## config.mk

```make
export PLATFORM = sky130hd
export DESIGN_NAME = mux_rr_arbiter
export DESIGN_NICKNAME = d
export VERILOG_FILES = /design/src/rtl/mux_arb_pkg.sv /design/src/rtl/mux_rr_arbiter_rr_pick.sv /design/src/rtl/mux_rr_arbiter.sv
export SDC_FILE = /design/constraint.sdc
export NUM_CORES = 1
export LEC_CHECK = 0
export CAP_MARGIN = 15
export CORE_UTILIZATION = 39
export CTS_BUF_LIST = sky130_fd_sc_hd__clkbuf_4
export DETAILED_ROUTE_END_ITERATION = 8
export PLACE_DENSITY = 0.87
export SYNTH_ARGS = -nofsm -noshare
export SYNTH_HDL_FRONTEND = slang
export SYNTH_SLANG_ARGS = --single-unit
```

## constraint.sdc

```tcl
create_clock -name clk -period 2.4 [get_ports clk]
set_input_delay 0.48 -clock clk [delete_from_list [all_inputs] [get_ports clk]]
set_output_delay 0.48 -clock clk [all_outputs]
set_load 0.005 [all_outputs]
```

## src/rtl/mux_arb_pkg.sv

```systemverilog
// Shared types and sizes for the round-robin mux arbiter.
//   arb_state_t : arbiter FSM state (IDLE, GRANT)
//   N_REQ       : number of requesters sharing the mux
//   SEL_W       : width of the mux select / requester index
package mux_arb_pkg;

    typedef enum logic {
        IDLE  = 1'b0,
        GRANT = 1'b1
    } arb_state_t;

    localparam int unsigned N_REQ = 4;
    localparam int unsigned SEL_W = 2;

endpackage : mux_arb_pkg

```

## src/rtl/mux_rr_arbiter_rr_pick.sv

```systemverilog
// Round-robin pick: finds the first set request bit starting at ptr and
// wrapping modulo N_REQ. Purely combinational.
//   req     : request vector, bit i = requester i
//   ptr     : highest-priority requester index for this pick
//   gnt_idx : index of the chosen requester (0 when nothing requests)
//   any     : at least one request bit set
module rr_pick
    import mux_arb_pkg::*;
(
    input  logic [N_REQ-1:0] req,
    input  logic [SEL_W-1:0] ptr,
    output logic [SEL_W-1:0] gnt_idx,
    output logic             any
);

    logic [SEL_W-1:0] idx;

    // Walk offsets from farthest to nearest so the nearest hit to ptr wins.
    always_comb begin
        gnt_idx = '0;
        idx     = '0;
        for (int k = N_REQ - 1; k >= 0; k--) begin
            idx = ptr + SEL_W'(k);
            if (req[idx]) begin
                gnt_idx = idx;
            end
        end
    end

    assign any = |req;

endmodule : rr_pick

```

## src/rtl/mux_rr_arbiter.sv

```systemverilog
// Round-robin arbiter steering four valid/ready requesters onto one
// downstream channel through a shared 4:1 mux. A grant lasts up to
// MAX_BURST accepted beats or until the granted requester drops valid;
// every release passes through IDLE before the next grant.
//   clk, rst   : clock, synchronous active-high reset
//   req_valid  : per-requester valid
//   req_data   : requester i data at [i*DATA_W +: DATA_W]
//   req_ready  : per-requester ready, one-hot or zero
//   out_valid  : downstream valid (combinational from granted requester)
//   out_data   : downstream data = slice chosen by select
//   out_ready  : downstream ready
//   select     : registered mux select, current/last granted requester
//   busy       : high while in GRANT
module mux_rr_arbiter
    import mux_arb_pkg::*;
#(
    parameter int unsigned DATA_W    = 8,
    parameter int unsigned MAX_BURST = 4
) (
    input  logic                    clk,
    input  logic                    rst,
    input  logic [N_REQ-1:0]        req_valid,
    input  logic [N_REQ*DATA_W-1:0] req_data,
    output logic [N_REQ-1:0]        req_ready,
    output logic                    out_valid,
    output logic [DATA_W-1:0]       out_data,
    input  logic                    out_ready,
    output logic [SEL_W-1:0]        select,
    output logic                    busy
);

    localparam int unsigned CNT_W = $clog2(MAX_BURST + 1);

    arb_state_t       state_q, state_d;
    logic [SEL_W-1:0] select_q, select_d;
    logic [SEL_W-1:0] rr_ptr_q, rr_ptr_d;
    logic [CNT_W-1:0] beat_cnt_q, beat_cnt_d;

    logic [SEL_W-1:0] pick_idx;
    logic             pick_any;
    logic             in_grant;
    logic             sel_valid;
    logic             accept;
    logic [DATA_W-1:0] data_arr [N_REQ];

    // Unpack the flat data bus so the mux indexes by requester.
    for (genvar i = 0; i < N_REQ; i++) begin : g_unpack
        assign data_arr[i] = req_data[i*DATA_W +: DATA_W];
    end

    rr_pick u_rr_pick (
        .req     (req_valid),
        .ptr     (rr_ptr_q),
        .gnt_idx (pick_idx),
        .any     (pick_any)
    );

    // State and bookkeeping registers.
    always_ff @(posedge clk) begin
        if (rst) begin
            state_q    <= IDLE;
            select_q   <= '0;
            rr_ptr_q   <= '0;
            beat_cnt_q <= '0;
        end else begin
            state_q    <= state_d;
            select_q   <= select_d;
            rr_ptr_q   <= rr_ptr_d;
            beat_cnt_q <= beat_cnt_d;
        end
    end

    // Handshake steering; gated by rst so nothing is accepted in a reset cycle.
    always_comb begin
        in_grant  = (state_q == GRANT);
        sel_valid = req_valid[select_q];
        out_valid = in_grant && sel_valid && !rst;
        accept    = out_valid && out_ready;
        req_ready = '0;
        if (in_grant && !rst) begin
            req_ready[select_q] = out_ready;
        end
        out_data  = data_arr[select_q];
        busy      = in_grant;
        select    = select_q;
    end

    // Next-state: arbitrate in IDLE, count beats and decide release in GRANT.
    always_comb begin
        state_d    = state_q;
        select_d   = select_q;
        rr_ptr_d   = rr_ptr_q;
        beat_cnt_d = beat_cnt_q;
        case (state_q)
            IDLE: begin
                if (pick_any) begin
                    select_d   = pick_idx;
                    beat_cnt_d = '0;
                    state_d    = GRANT;
                end
            end
            GRANT: begin
                if (!sel_valid) begin
                    state_d  = IDLE;
                    rr_ptr_d = select_q + SEL_W'(1);
                end else if (accept) begin
                    beat_cnt_d = beat_cnt_q + CNT_W'(1);
                    if (beat_cnt_q == CNT_W'(MAX_BURST - 1)) begin
                        state_d  = IDLE;
                        rr_ptr_d = select_q + SEL_W'(1);
                    end
                end
            end
            default: begin
                state_d = IDLE;
            end
        endcase
    end

endmodule : mux_rr_arbiter

```

# After elaboration in Yosys (flattened, before gate mapping)
# Index checks and enable logic that the tools add are counted.
# op_classes
n_reduce_logical,10
n_addsub,5
n_lt_le_gt_ge,7
bitwise_logic,3
eq_ne,6
mux,32
# op_table
op,count
binary-select mux 8 bit (select 2 bit),1
2-to-1 mux 8 bit,2
"< comparator 2 x 3 -> 1 bit, second input constant",5
2-to-1 mux 2 bit,7
binary-select mux 1 bit (select 2 bit),5
2-to-1 mux 1 bit,10
2-to-1 mux 3 bit,3
"!= test 2 x 1 -> 1 bit, second input constant",4
one-hot mux 3 bit (2 select lines),1
AND reduction 3 bit,2
logical AND 1 bit,5
"adder 2 x 1 -> 2 bit, second input constant",2
"adder 2 bit, second input constant",2
bitwise AND 4 bit,1
2-to-1 mux 4 bit,1
OR reduction 4 bit,1
"adder 3 x 1 -> 3 bit, second input constant",1
"equality test 3 x 2 -> 1 bit, second input constant",1
"greater-or-equal comparator 3 bit, second input constant",1
NOT 2 -> 3 bit,1
demux 1 bit (select 2 bit),1
"greater-or-equal comparator 2 x 1 -> 1 bit, second input constant",1
"!= test 2 bit, second input constant",1
one-hot mux 1 bit (2 select lines),1
other kinds (3),3
# totals
out_inout_bits,16
input_bits,39
ff_bits,8
wordCells,67

# Logic depth before layout (Yosys ltp)
# depth
depth_word,8
mapped_depth,5
depth_no_buf,5

# Modules after synthesis
# A second synthesis with hierarchy kept.
# hier_totals
hier_cells,76
area_unflattened_um2,762.0
# by_module_without_submodules
mod,area_each_um2,seq_area_each_um2,instances,cells_each
mux_rr_arbiter,684.4,160.2,1,63
rr_pick,77.6,0.0,1,13

# Least setup slack after synthesis
# Ideal clock, no wire load.
# synth_timing
path_type,reg-to-output
start,register select_q[1] (netlist: select[1])
end,output port out_valid
path_slack_ps,667
arrival_ps,1253
t_required_ps,1920
n_path_buf,0
stages_incl_launch_ff,3
cell_sequence,dfxtp_1 -> mux4_2 -> and3b_2
# synth_between
elab_chain_cells,4
# synth_rtl
element,line_no,rtl
from (decl),mux_rr_arbiter.sv:35,"logic [SEL_W-1:0] select_q, select_d;"
from (signal assigned),mux_rr_arbiter.sv:67,select_q <= select_d;
binary-select mux 1 bit (select 2 bit),mux_rr_arbiter.sv:76,sel_valid = req_valid[select_q];
2-to-1 mux 1 bit (not written as such),mux_rr_arbiter.sv:76,
logical AND 1 bit (2 in series),mux_rr_arbiter.sv:77,out_valid = in_grant && sel_valid && !rst;
to (decl),mux_rr_arbiter.sv:25,"output logic out_valid,"
# Every way passes these cells. The select of a mux whose other input is x is not followed.

# Final worst setup path
# layout_timing
start,input port req_valid[0]
end,output port out_valid
# layout_between
elab_chain_cells,4
# layout_rtl
element,line_no,rtl
from (decl),mux_rr_arbiter.sv:22,"input logic [N_REQ-1:0] req_valid,"
binary-select mux 1 bit (select 2 bit),mux_rr_arbiter.sv:76,
2-to-1 mux 1 bit (not written as such),mux_rr_arbiter.sv:76,
logical AND 1 bit (2 in series),mux_rr_arbiter.sv:77,
# Every way passes these cells. The select of a mux whose other input is x is not followed.

==> key figures <==
Run status
  – Status: completed

Global routing
  – GR Overflow Total: 0
  – Total GRT Usage: 0.231
  – Initial antenna violation count: 0
  – Vias in the first global route: approximately 800
  – Global-route wire length before repair: 3610 um
  – Largest net degree at the start of global routing: 16

Yosys
  – EDFF count, synth: 0
  – Yosys top cell area share: 0.249
  – Async SR Flop Fraction: 0
  – Yosys reg bits: 8
  – Synth cell types: 35
  – Mapped Area: 813 um2
  – Synth area leaders: mux4_2, dfxtp_1, ha_1
  – Post-synth net total: between 100 and 150
  – Register area share after synthesis: 0.197
  – Cell taking the most area after synthesis: mux4_2
  – Synth top cells by count: mux4_2, dfxtp_1, ha_1
  – Post-synth top flop: dfxtp_1
  – Most common cell in the netlist: mux4_2
  – Post-Syn Area per Cell: 10.7 um2
  – Yosys warns: 0
  – Post-synthesis cell count: 76

Timing
  – Final period utilization: 0.984
  – RSZ-0062 raised after global routing: no
  – Crit path time final: ~2.4 ns
  – FMAX: 424 MHz
  – Final setup viols: 0
  – Min Hold Slack: roughly 0.5 ns
  – Hold Violations, Final: 0
  – Setup TNS: 0 ns
  – Final slew viol count: 0
  – Fin Clk Skew: between 0.006 and 0.007 ns
  – Slew margin rel.: 0.703
  – Worst-margin pin slew: ~0.44 ns

Critical path
  – Worst reg2reg startpoint: busy$_SDFF_PP0_
  – CP arrival: 1.88 ns
  – Worst-path fanout max: 2
  – WS Path Type: in -> out
  – Reg2reg end: rr_ptr_q[0]$_SDFFE_PP0P_
  – CP startpoint kind: primary input
  – Data required time of the critical path: approximately 1.9 ns
  – Setup slack, reg-to-reg: between 0.7 and 0.8 ns
  – R2r worst-path depth: 5
  – Element type at the critical path end: output pin

Drt
  – Met2 WL post-DR: 1400 um
  – Final WL: 2630 um
  – Vias/cell: 5.31
  – Initial DRC Count: 11
  – WL per Instance: 15.9 um
  – # DRC: 0
  – Via count: between 800 and 900
  – M1 wire length: 950 um
  – Routed Antenna Nets: 0
  – Pre-Repair DR Iteration Count: 7
  – Top Metal Used: met4
  – Met3 wire length: about 270 um

Floorplan
  – IO Pins: 55
  – Initial core utilization: 0.415
  – # rows: 16
  – Core footprint: a little under 2000 um2
  – DIE AREA: ~2300 um2
  – DIE WIDTH: approximately 48 um
  – Vert. Die Dim: about 48 um

Worst hold path
  – Min-delay src: beat_cnt_q[1]$_SDFFE_PP0P_
  – HP Class: reg -> reg
  – Hold EP: beat_cnt_q[1]$_SDFFE_PP0P_
  – Hold Path Cell Cnt: 2

Cells and area
  – Design Area, Final: between 1000 and 1500 um2
  – Final net count: approximately 190
  – # diodes: 0
  – Share of post-route cells with drive strength above 1: 0.245
  – Area grow syn2layout: 80.0%

Clock tree
  – Clock Tree Buf Depth: 2
  – Clock slew at reported path FFs: 0.05 ns
  – CTS sink count: 8
  – Num CTS Buffers: 3
  – Worst skew pair latency: 0.25 ns
  – CTS tree: done
  – Hold-fix buffers at CTS: 0
  – CTS root buffer: clkbuf_4
  – H-tree Lvls: 1

Flow run
  – Number of max-cap violations: 0

Place
  – IO buf count: 54
  – Placer Congestion: 0.844
  – Post-DP HPWL: 2260 um
  – Placed Area: 1430 um2

Pwr
  – Overall power: 491 uW
  – PwrDens: 335 nW/um2
  – Pleak: 0.579 nW
  – Maximum vdd drop: 0.463 mV
==> final cells by class <==
type / instances / area (um2)
clock buffers: 3 / 22.5
fillers: 155 / 498
inverters: 4 / 15.0
multi-input cells: 60 / 616
flip-flops and latches: 8 / 160
repair buffers: 64 / 617
well taps: 27 / 33.8
==> critical path, stage by stage <==
cell	delay, ns
clkdlybuf4s50_1	0.42
mux4_2	0.50
and3b_2	0.22
dlygate4sd2_1	0.26
==> metrics by stage <==
step | util | worst slack [ns] | std cells
after global placement | 0.730 | -0.171 | 162
after CTS | 0.744 | 0.0171 | 166
final | 0.746 | 0.0388 | 166
after global routing | 0.746 | 0.00461 | 166
after floorplan | - | 0.667 | 76
after detailed placement | 0.730 | -0.196 | 162
==> kinds of logic (layout without fill, tap and decap cells) <==
group | Yosys count | count (layout) | synth area share
and+or+nand+nor | 24 | 24 | 0.200
DFF | 8 | 8 | 0.197
AOI/OAI and AO/OA | 16 | 16 | 0.146
adders and majority gates | 6 | 6 | 0.0923
buffers and inverters | 8 | 71 | 0.0477
muxes | 14 | 14 | 0.317
==> power by group <==
part | internal (mW) | switching [mW]
Combinational | 0.163 | 0.0788
Clock | 0.0569 | 0.0409
Sequential | 0.141 | 0.0102
Total | 0.361 | 0.130
==> what timing repair did <==
item | in CTS | in global routing
pin swaps | 0 | 0
setup buffers | 1 | 0
endpoints found under the setup margin | 1 | 3
resized for setup | 1 | 2
endpoints found under the hold margin | 0 | 0
==> worst max path at each step <==
stage	from	endpoint	slack, ns
floorplan	select[1]$_SDFFE_PP0P_	out_valid	0.67
global placement	req_valid[3]	out_valid	-0.17
detailed placement	req_valid[3]	out_valid	-0.20
CTS	out_ready	req_ready[2]	0.02
global route	req_valid[2]	out_valid	0.005
finish	req_valid[0]	out_valid	0.04
==> per-layer routing <==
metal,track usage,vias up
met1,0.245,413
met2,0.463,48
met3,0.0491,2
met4,0.0444,0
li1,-,419
met5,0,-
==> state kept, by name, indices dropped and copies added (netlist names) <==
register and flops:
rr_ptr_q 2, select 2, busy 1, beat_cnt_q 3
==> placed cells by master (no fill, tap or decap), types with 3 or more instances in the layout <==
master,n
nand2b_1,3
buf_4,10
ha_1,6
and2_2,4
clkbuf_4,3
dfxtp_1,8
mux4_2,9
a21oi_1,4
inv_1,4
mux2i_1,4
clkdlybuf4s50_1,52
Note: power is estimated with default switching activity, not from simulation.
